<file path="src/rtl/coin_accept_fsm.sv">
// Coin acceptor: front half of the vending dispense pipeline.
// Accumulates coin credit in nickel units, issues a one-hot exact/change code
// when the price is reached, keeps the nickel/dime inventory and applies the
// payout reported back by the dispense stage.
module coin_accept_fsm #(
    parameter int unsigned PRICE       = 12,     // item price in nickel units
    parameter logic [7:0]  NICKEL_INIT = 8'd10,  // nickel inventory after reset
    parameter logic [7:0]  DIME_INIT   = 8'd10   // dime inventory after reset
) (
    input  logic       clock,
    input  logic       reset,          // asynchronous, active-low
    input  logic [1:0] coin,           // 00 none, 01 nickel, 10 dime, 11 quarter
    input  logic [7:0] subNickel,      // nickels paid out (valid in WAIT)
    input  logic [7:0] subDime,        // dimes paid out (valid in WAIT)
    output logic [5:0] dispenseReady,  // 100000 idle, else one-hot change code
    output logic [4:0] credit,
    output logic [7:0] nickelCount,
    output logic [7:0] dimeCount,
    output logic       busy,
    output logic       coinReject,
    output logic       changeShort
);

    typedef enum logic [1:0] {
        ST_ACCUM = 2'd0,
        ST_ISSUE = 2'd1,
        ST_WAIT  = 2'd2
    } state_t;

    localparam logic [4:0] PRICE_N    = 5'(PRICE);
    localparam logic [5:0] READY_IDLE = 6'b100000;

    state_t     r_state,  w_state_nxt;
    logic [4:0] r_credit, w_credit_nxt;
    logic [5:0] r_ready,  w_ready_nxt;
    logic [7:0] r_nickel, w_nickel_nxt;
    logic [7:0] r_dime,   w_dime_nxt;
    logic       r_busy,   w_busy_nxt;
    logic       r_reject, w_reject_nxt;
    logic       r_short,  w_short_nxt;

    logic [4:0]  w_coin_val;
    logic [4:0]  w_sum;
    logic [4:0]  w_accum_excess;
    logic [5:0]  w_code;
    logic [4:0]  w_wait_excess;
    logic        w_exact;
    logic [11:0] w_owed;
    logic [11:0] w_paid;

    // Coin value in nickel units and the resulting change code.
    always_comb begin
        unique case (coin)
            2'b01:   w_coin_val = 5'd1;
            2'b10:   w_coin_val = 5'd2;
            2'b11:   w_coin_val = 5'd5;
            default: w_coin_val = 5'd0;
        endcase
        // Credit is at most PRICE-1 in ACCUM, so the sum never exceeds PRICE+4.
        w_sum          = r_credit + w_coin_val;
        w_accum_excess = w_sum - PRICE_N;
        unique case (w_accum_excess)
            5'd0:    w_code = 6'b000001;
            5'd1:    w_code = 6'b000010;
            5'd2:    w_code = 6'b000100;
            5'd3:    w_code = 6'b001000;
            5'd4:    w_code = 6'b010000;
            default: w_code = READY_IDLE;
        endcase
    end

    // Change owed vs. change reported paid, both in cents. 12 bits holds the
    // worst case 255*5 + 255*10 = 3825 without wrapping.
    assign w_wait_excess = r_credit - PRICE_N;
    assign w_exact       = (w_wait_excess == 5'd0);
    assign w_owed        = {7'd0, w_wait_excess} * 12'd5;
    assign w_paid        = ({4'd0, subNickel} * 12'd5) + ({4'd0, subDime} * 12'd10);

    // Next-state and next-output logic for the sale sequence.
    always_comb begin
        // NOTE: every signal gets a default first, so no path can infer a latch.
        w_state_nxt  = r_state;
        w_credit_nxt = r_credit;
        w_ready_nxt  = r_ready;
        w_nickel_nxt = r_nickel;
        w_dime_nxt   = r_dime;
        w_busy_nxt   = r_busy;
        w_reject_nxt = 1'b0;
        w_short_nxt  = r_short;

        unique case (r_state)
            ST_ACCUM: begin
                if (coin != 2'b00) begin
                    w_credit_nxt = w_sum;
                    if (coin == 2'b01 && r_nickel != 8'hFF) w_nickel_nxt = r_nickel + 8'd1;
                    if (coin == 2'b10 && r_dime != 8'hFF)   w_dime_nxt   = r_dime + 8'd1;
                    if (w_sum >= PRICE_N) begin
                        w_state_nxt = ST_ISSUE;
                        w_ready_nxt = w_code;
                        w_busy_nxt  = 1'b1;
                    end
                end
            end
            ST_ISSUE: begin
                w_reject_nxt = (coin != 2'b00);
                w_ready_nxt  = READY_IDLE;
                w_state_nxt  = ST_WAIT;
            end
            ST_WAIT: begin
                w_reject_nxt = (coin != 2'b00);
                if (w_exact) begin
                    // Exact sale: the payout inputs are meaningless and ignored.
                    w_short_nxt = 1'b0;
                end else begin
                    w_nickel_nxt = (subNickel > r_nickel) ? 8'd0 : r_nickel - subNickel;
                    w_dime_nxt   = (subDime > r_dime)     ? 8'd0 : r_dime - subDime;
                    w_short_nxt  = (w_paid != w_owed);
                end
                w_credit_nxt = 5'd0;
                w_busy_nxt   = 1'b0;
                w_state_nxt  = ST_ACCUM;
            end
            default: begin
                w_state_nxt  = ST_ACCUM;
                w_credit_nxt = 5'd0;
                w_ready_nxt  = READY_IDLE;
                w_busy_nxt   = 1'b0;
            end
        endcase
    end

    // State and output registers; reset discards any sale in progress.
    always_ff @(posedge clock or negedge reset) begin
        if (!reset) begin
            r_state  <= ST_ACCUM;
            r_credit <= 5'd0;
            r_ready  <= READY_IDLE;
            r_nickel <= NICKEL_INIT;
            r_dime   <= DIME_INIT;
            r_busy   <= 1'b0;
            r_reject <= 1'b0;
            r_short  <= 1'b0;
        end else begin
            // NOTE: non-blocking so every register samples the pre-edge values.
            r_state  <= w_state_nxt;
            r_credit <= w_credit_nxt;
            r_ready  <= w_ready_nxt;
            r_nickel <= w_nickel_nxt;
            r_dime   <= w_dime_nxt;
            r_busy   <= w_busy_nxt;
            r_reject <= w_reject_nxt;
            r_short  <= w_short_nxt;
        end
    end

    assign dispenseReady = r_ready;
    assign credit        = r_credit;
    assign nickelCount   = r_nickel;
    assign dimeCount     = r_dime;
    assign busy          = r_busy;
    assign coinReject    = r_reject;
    assign changeShort   = r_short;

endmodule

</file>
<file path="config.mk">
export PLATFORM = sky130hd
export DESIGN_NAME = coin_accept_fsm
export DESIGN_NICKNAME = d
export VERILOG_FILES = /design/src/rtl/coin_accept_fsm.sv
export SDC_FILE = /design/constraint.sdc
export NUM_CORES = 1
export LEC_CHECK = 0
export ABC_CLOCK_PERIOD_IN_PS = 2640
export CAP_MARGIN = 20
export CORE_MARGIN = 10
export CORE_UTILIZATION = 52
export DETAILED_ROUTE_END_ITERATION = 10
export PLACE_DENSITY = 0.87
export RECOVER_POWER = 100
export SETUP_SLACK_MARGIN = 0.3
export SYNTH_ARGS = -nofsm -noshare
export SYNTH_HDL_FRONTEND = slang
export SYNTH_SLANG_ARGS = --single-unit
</file>
<file path="constraint.sdc">
create_clock -name clock -period 2.64 [get_ports clock]
set_input_delay 0.528 -clock clock [delete_from_list [all_inputs] [get_ports clock]]
set_output_delay 0.528 -clock clock [all_outputs]
set_load 0.05 [all_outputs]
</file>
==> impl_metrics.toml, run 1 <==
[status]
status = "finished with violations"
violations = "capacitance limit, slew limit, setup timing"

[clock_network]
cts_hold_repair.buffers = 0
cts_buffers = 5
root_buffer = "clkbuf_8"
cts.sink_count = 32
cts_tree = "yes"
cts_buffer_depth = 2
clock_latency_ns = 0.30
htreeDepth = 2
path_clk_slew_ns = 0.09

[logic_synthesis]
synth_edf_count = 0
synth.distinct_cells = 56
yosysSeqAreaShare_pct = 20.80
ys_ff_latch = 32
yosysWarnings = 0
syn_area_per_cell_sq_um = 8.490
synthCells = 457
synth_flop_cell = "dfrtp_1"
async_flop_share_pct = 100.0
syn_area_sq_mm = 0.003880
syn_nets = 551

[critical_path]
cp-startpoint = "subDime[3]"
crit_buf_inv = 4
rrSetupSlack_ns = -0.36
cp.arrival_ns = 3.98
slowest_stage = "or4_4"
endpoint_kind = "flip-flop"
path_class = "in2reg"
slowest_delay_ns = 0.53
rr_worst_depth = 11
worstPathMaxFanout = 8
crit_chain = "buf_6, ha_4, ha_4, inv_2, fa_2, nor2b_1, o21a_1, nor2_1, xor2_1, fa_1, inv_2, ha_4, inv_2, a211oi_2, or4_4, a2111o_1, nor4_2, a31oi_1"
crit_family = "adder cells"
critPathLaunchType = "input port"
crit_required_ns = 2.82
endpoint = "changeShort"
reg2reg_from = "credit[2]"
r2r-end = "changeShort"
cp.depth = 18

[floorplan]
rows = 31
core_sq_mm = 0.007253
fp.dieH_um = 106.4
boundaryPins = 50
initial_core_util_pct = 53.49
die_w_um = 106.4
die_area_sq_mm = 0.01132

[hold_path]
min_path_type = "reg2reg"

[finish]
drive_gt1_share_pct = 31.11
antenna_cells = 0
finish.utilization_pct = 77.42
areaGrowthSynthToFinish_pct = 44.73
nets = 694
fillers = 448

[timing]
setup_viol = 12
finalMaxSlewViolations = 33
fin_crit_sh_pct = 143.8
finalHoldViolCount = 0
max_freq_ghz = 0.2634
grt_setup_unrepaired = "yes"
tightestPinTransition_ns = 1.908
setup_ws_ns = -1.157
slew_headroom_pct = -27.20
period_needed_ns = 3.797
setup_tns_ns = -1.545
finClkSkew_ns = 0.009412

[place]
routabilityCongestion = 0.9051
dp_hpwl_mm = 9.017
port_buffers = 49

[pwr]
vdd_drop_max_mv = 0.7205
power_density_mw_per_mm2 = 1240
power_leakage_nw = 2.614

[global_routing]
grt_pass1_vias = 4247
grt_pass1_wl_mm = 20.23
overflow = 0
track_usage_pct = 21.69
grt_max_degree = 33
grt_antenna_before_repair = 0

[drt]
drt-initial-drc-count = 192
postRouteAntennaNets = 0
drc = 0
avgRoutedWirePerCell_um = 18.87
routed-via-count = 4084
via_per_inst = 5.834
dr.pass1.iters = 5
wirelength_mm = 13.21

[flow_run]
max_cap_viol_count = 1
-- layout by cell type (no fill, tap or decap), types with 4 or more instances in the layout --
cell	netlist	layout
a21o_1	11	11
a21oi_1	32	28
a311o_1	4	4
and2_1	8	6
buf_4	1	85
buf_6	0	10
clkbuf_8	0	5
clkdlybuf4s50_1	0	4
dfrtp_1	27	23
dfrtp_2	0	4
dfstp_2	5	5
dlygate4sd3_1	0	31
fa_1	12	8
fa_2	0	4
ha_1	62	45
ha_4	0	15
inv_1	64	56
inv_2	0	8
mux2_4	0	4
nand2_1	33	31
nand2b_1	5	5
nand3_1	15	15
nor2_1	23	21
nor2b_1	7	6
nor3_1	7	7
o211ai_1	5	5
o21a_1	7	7
o21ai_0	24	20
o21ai_1	4	7
or3_1	6	4
or4_1	4	4
xnor2_1	18	17
xor2_1	15	15
-- logic make-up (layout without fill, tap and decap cells) --
group | Yosys count | in the layout | share of synthesized area, %
adders and majority gates | 74 | 74 | 26.18
buffers and inverters | 71 | 215 | 7.030
DFF | 32 | 32 | 20.80
muxes | 10 | 10 | 2.806
xor gates and xnor gates | 34 | 34 | 7.869
and+or+nand+nor | 122 | 122 | 15.96
AOI/OAI and AO/OA | 114 | 114 | 19.35
-- repair_timing --
item                       4_1_cts  5_1_grt
pin swaps                       17       27
gates resized for setup         72       44
buffers inserted                 6       11
setup endpoints to repair       27       21
-- state kept, by name (all words and copies together), names as in the netlist --
register       cells
dimeCount          8
nickelCount        8
dispenseReady      6
credit             5
r_state            2
busy               1
changeShort        1
coinReject         1
-- report_power, final --
part | switching [W] | internal [W]
clock | 0.000231 | 0.000187
sequential | 0.000261 | 0.000717
combinational | 0.00308 | 0.00249
-- final cells by class --
cell class              instances  area, sq um  share of cell area [%]
well taps                      99        123.9                   2.206
inverters                      64        240.2                   4.278
repair buffers                143         1189                   21.17
multi-input cells             354         3158                   56.24
clock buffers                   5        68.82                   1.225
clock inverters                 3        23.77                  0.4234
flip-flops and latches         32        812.0                   14.46
-- metrics by stage --
step / area (sq um) / total power, W / std cells / hold WS (ns) / worst slack, ns
6_report: 5615 / 0.006964 / 700 / 0.5141 / -1.157
2_1_floorplan: 3978 / 0.004197 / 457 / 0.2324 / -1.161
5_1_grt: 5615 / 0.007440 / 700 / 0.5432 / -1.357
4_1_cts: 5465 / 0.006563 / 689 / 0.5221 / -1.192
3_3_place_gp: 5137 / 0.005658 / 675 / 0.4929 / -1.821
3_5_place_dp: 5137 / 0.005865 / 675 / 0.4963 / -1.890
-- routing by layer --
layer  share of wire (%)  wire length [um]  GRT usage (%)  up-vias
met5                   0                 0              0        -
met4                 4.0               533          8.414        0
met3                 6.4               847          4.891       50
met2                  52              6821          40.11      161
met1                  38              5008          23.37     1988
li1                    -                 -              -     1885
-- synth_stat cells, types with 7 or more instances --
cell	n	area, sq um
ha_1	62	775.7
inv_1	64	240.2
dfrtp_1	27	675.7
fa_1	12	240.2
a21o_1	11	82.58
nor2b_1	7	43.79
o21ai_0	24	120.1
a21oi_1	32	160.2
nand3_1	15	75.07
xor2_1	15	131.4
and2_1	8	50.05
o21a_1	7	52.55
nor2_1	23	86.33
xnor2_1	18	157.7
nand2_1	33	123.9
nor3_1	7	35.03
mux2_2	7	78.83
-- worst min-delay path by stage --
stage,from,endpoint,slack (ns),cells after the start
floorplan,reset,busy,0.23,0
global placement,dispenseReady[1],dispenseReady[1],0.49,1
detailed placement,dispenseReady[1],dispenseReady[1],0.50,1
CTS,dispenseReady[1],dispenseReady[1],0.52,1
global route,dispenseReady[4],dispenseReady[4],0.54,1
finish,dispenseReady[1],dispenseReady[1],0.51,1
Note: power is estimated with default switching activity, not from simulation.
==> run 2, diff against run 1 <==
CTS_CLUSTER_DIAMETER = 100   (was unset)
==> results of run 2 <==
Same layout as run 1: the final DEF is identical, and so are final timing and power.
==> run 3, diff against run 2 <==
SETUP_SLACK_MARGIN = 0.02   (was 0.3)
==> run 3 against run 2 <==
  * Utilization down 3.0 points
  * Sequential power down 1%
  * First-iteration DRC count rose by 78%
  * Worst setup slack worse by 0.33 ns
  * Critical endpoint unchanged
  * Wire length is 2.0% higher
  * Die area is the same
  * Critical path type unchanged
  * Worst hold slack worse by 0.010 ns
  * Clock-buffer cell count is the same
  * Combinational power decreased by 7.4%
  * The run still ends with capacitance limit, slew limit, setup timing left
  * Critical path depth fell by 1
==> impl_metrics.toml, run 3 (synthesized netlist as in run 1, its figures left out) <==
[global_routing]
grt_pass1_vias = 4309
track_usage_pct = 21.97
grt_pass1_wl_mm = 20.45
overflow = 0
grt_antenna_before_repair = 1
grt_max_degree = 33

[finish]
layout_commonest_cell = "buf_4"
layout_common_cells = "buf_4, inv_1, ha_1"
nets = 689
areaGrowthSynthToFinish_pct = 39.18
antenna_cells = 0
stdcell_count = 695
drive_gt1_share_pct = 24.50

[drt]
routed-via-count = 4251
drc = 0
via_per_inst = 6.117
avgRoutedWirePerCell_um = 19.38
dr.pass1.iters = 5
postRouteAntennaNets = 0
drt-initial-drc-count = 341
wirelength_mm = 13.47

[status]
violations = "capacitance limit, slew limit, setup timing"
status = "finished with violations"

[place]
dp_cells = 675
dp_hpwl_mm = 9.174
port_buffers = 49
routabilityCongestion = 0.9860

[critical_path]
slowest_stage = "fa_1"
cp.arrival_ns = 4.31
worstPathMaxFanout = 3
slowest_delay_ns = 0.53
path_class = "in2reg"
r2r-end = "changeShort"
crit_top_cell = "ha_4"
reg2reg_from = "credit[2]"
rrSetupSlack_ns = -0.30
crit_chain = "buf_8, buf_4, ha_4, ha_4, nor2b_2, o21a_1, nor2_2, xor2_2, fa_1, inv_2, ha_4, nand2b_4, a211oi_2, or4_4, a2111o_1, nor4_2, a31oi_1"
crit_required_ns = 2.82
endpoint_kind = "flip-flop"
rr_worst_depth = 9
critPathLaunchType = "input port"

[pwr]
power_density_mw_per_mm2 = 1227
p_total_w = 0.006629
vdd_drop_max_mv = 0.6670
power_leakage_nw = 2.571

[clock_network]
cts_hold_repair.buffers = 0
cts_buffer_depth = 2
htreeDepth = 2
path_clk_slew_ns = 0.08
clock_latency_ns = 0.30
root_buffer = "clkbuf_8"
cts.sink_count = 32
cts_tree = "yes"
cts_buffers = 5

[timing]
slew_headroom_pct = -23.34
grt_setup_unrepaired = "yes"
finalHoldViolCount = 0
period_needed_ns = 4.131
max_freq_ghz = 0.2421
tightestPinTransition_ns = 1.850
finClkSkew_ns = 0.004678
setup_ws_ns = -1.491
setup_viol = 2
fin_crit_sh_pct = 156.5
finalMaxSlewViolations = 33

[floorplan]
boundaryPins = 50
fp.dieH_um = 106.4
die_area_sq_mm = 0.01132
die_w_um = 106.4
initial_core_util_pct = 53.49
rows = 31
core_sq_mm = 0.007253

[hold_path]
whs_path_depth = 1
min_path_type = "reg2reg"
hp-start = "busy"
hold_end = "busy"

[flow_run]
max_cap_viol_count = 1
[run 3: cell count changes in the layout (fill, tap and decap cells not counted), moves of 4 or more]
cell | previous run | this run
ha_4 | 15 | 10
mux2_2 | 3 | 7
a21oi_1 | 28 | 32
o21ai_1 | 7 | 2
o21ai_0 | 20 | 24
mux2_4 | 4 | 0
inv_2 | 8 | 2
ha_1 | 45 | 52
inv_1 | 56 | 61
buf_4 | 85 | 81
buf_6 | 10 | 0
dfrtp_2 | 4 | 0
dfrtp_1 | 23 | 27
[run 3: worst max-delay path: cells and delay by family]
family	cells	cell delay [ns]
AND/OR/NAND/NOR	5	1.25
adder cells (fa/ha/maj)	4	1.13
AO/OA/AOI/OAI	4	0.74
buffers and inverters	3	0.34
XOR/XNOR	1	0.30
[run 3: area by class of cell]
type	count	area (sq um)
sequential	32	807.0
tap	99	123.9
multi-input combinational	354	2994
clock buffer	5	68.82
clock inverter	3	42.54
timing repair buffer	138	1121
fill	476	1853
inverter	64	242.7
[run 3: stage by stage]
step                setup TNS, ns  cell area [sq um]  setup WS [ns]  hold WS, ns  utilization [%]
floorplan                  -1.161               3928         -1.161       0.2324                -
global placement           -9.859               5087         -1.805       0.4923            70.14
detailed placement         -11.50               5087         -1.949       0.4949            70.14
CTS                        -1.287               5388         -1.287       0.5123            74.28
global route               -2.068               5400         -1.603       0.5258            74.45
finish                     -1.552               5400         -1.491       0.5042            74.45
[run 3: timing repair]
action,4_1_cts,5_1_grt
setup endpoints to repair,23,4
buffers inserted,6,6
pin swaps,17,14
gates resized for setup,49,18
[run 3: worst max-delay path by stage]
stage	startpoint	endpoint	depth (start not counted)
final	subDime[3]	changeShort	17
after global routing	subDime[3]	changeShort	18
after CTS	subDime[1]	changeShort	18
after detailed placement	subDime[3]	changeShort	18
after global placement	subDime[3]	changeShort	18
after floorplan	subDime[3]	changeShort	17
[run 3: power breakdown]
part	leakage (nW)	internal [W]	switching, W
Combinational	2.15	0.00222	0.00294
Sequential	0.366	0.000711	0.000253
Clock	0.0541	0.000280	0.000225
[run 3: per-layer routing]
metal | GRT usage (%) | up-vias | share of wire (%)
met5 | 0 | - | 0.059
met4 | 12.67 | 2 | 6.5
met3 | 6.401 | 101 | 8.3
met2 | 39.09 | 264 | 50
met1 | 22.53 | 2005 | 36
li1 | - | 1879 | -
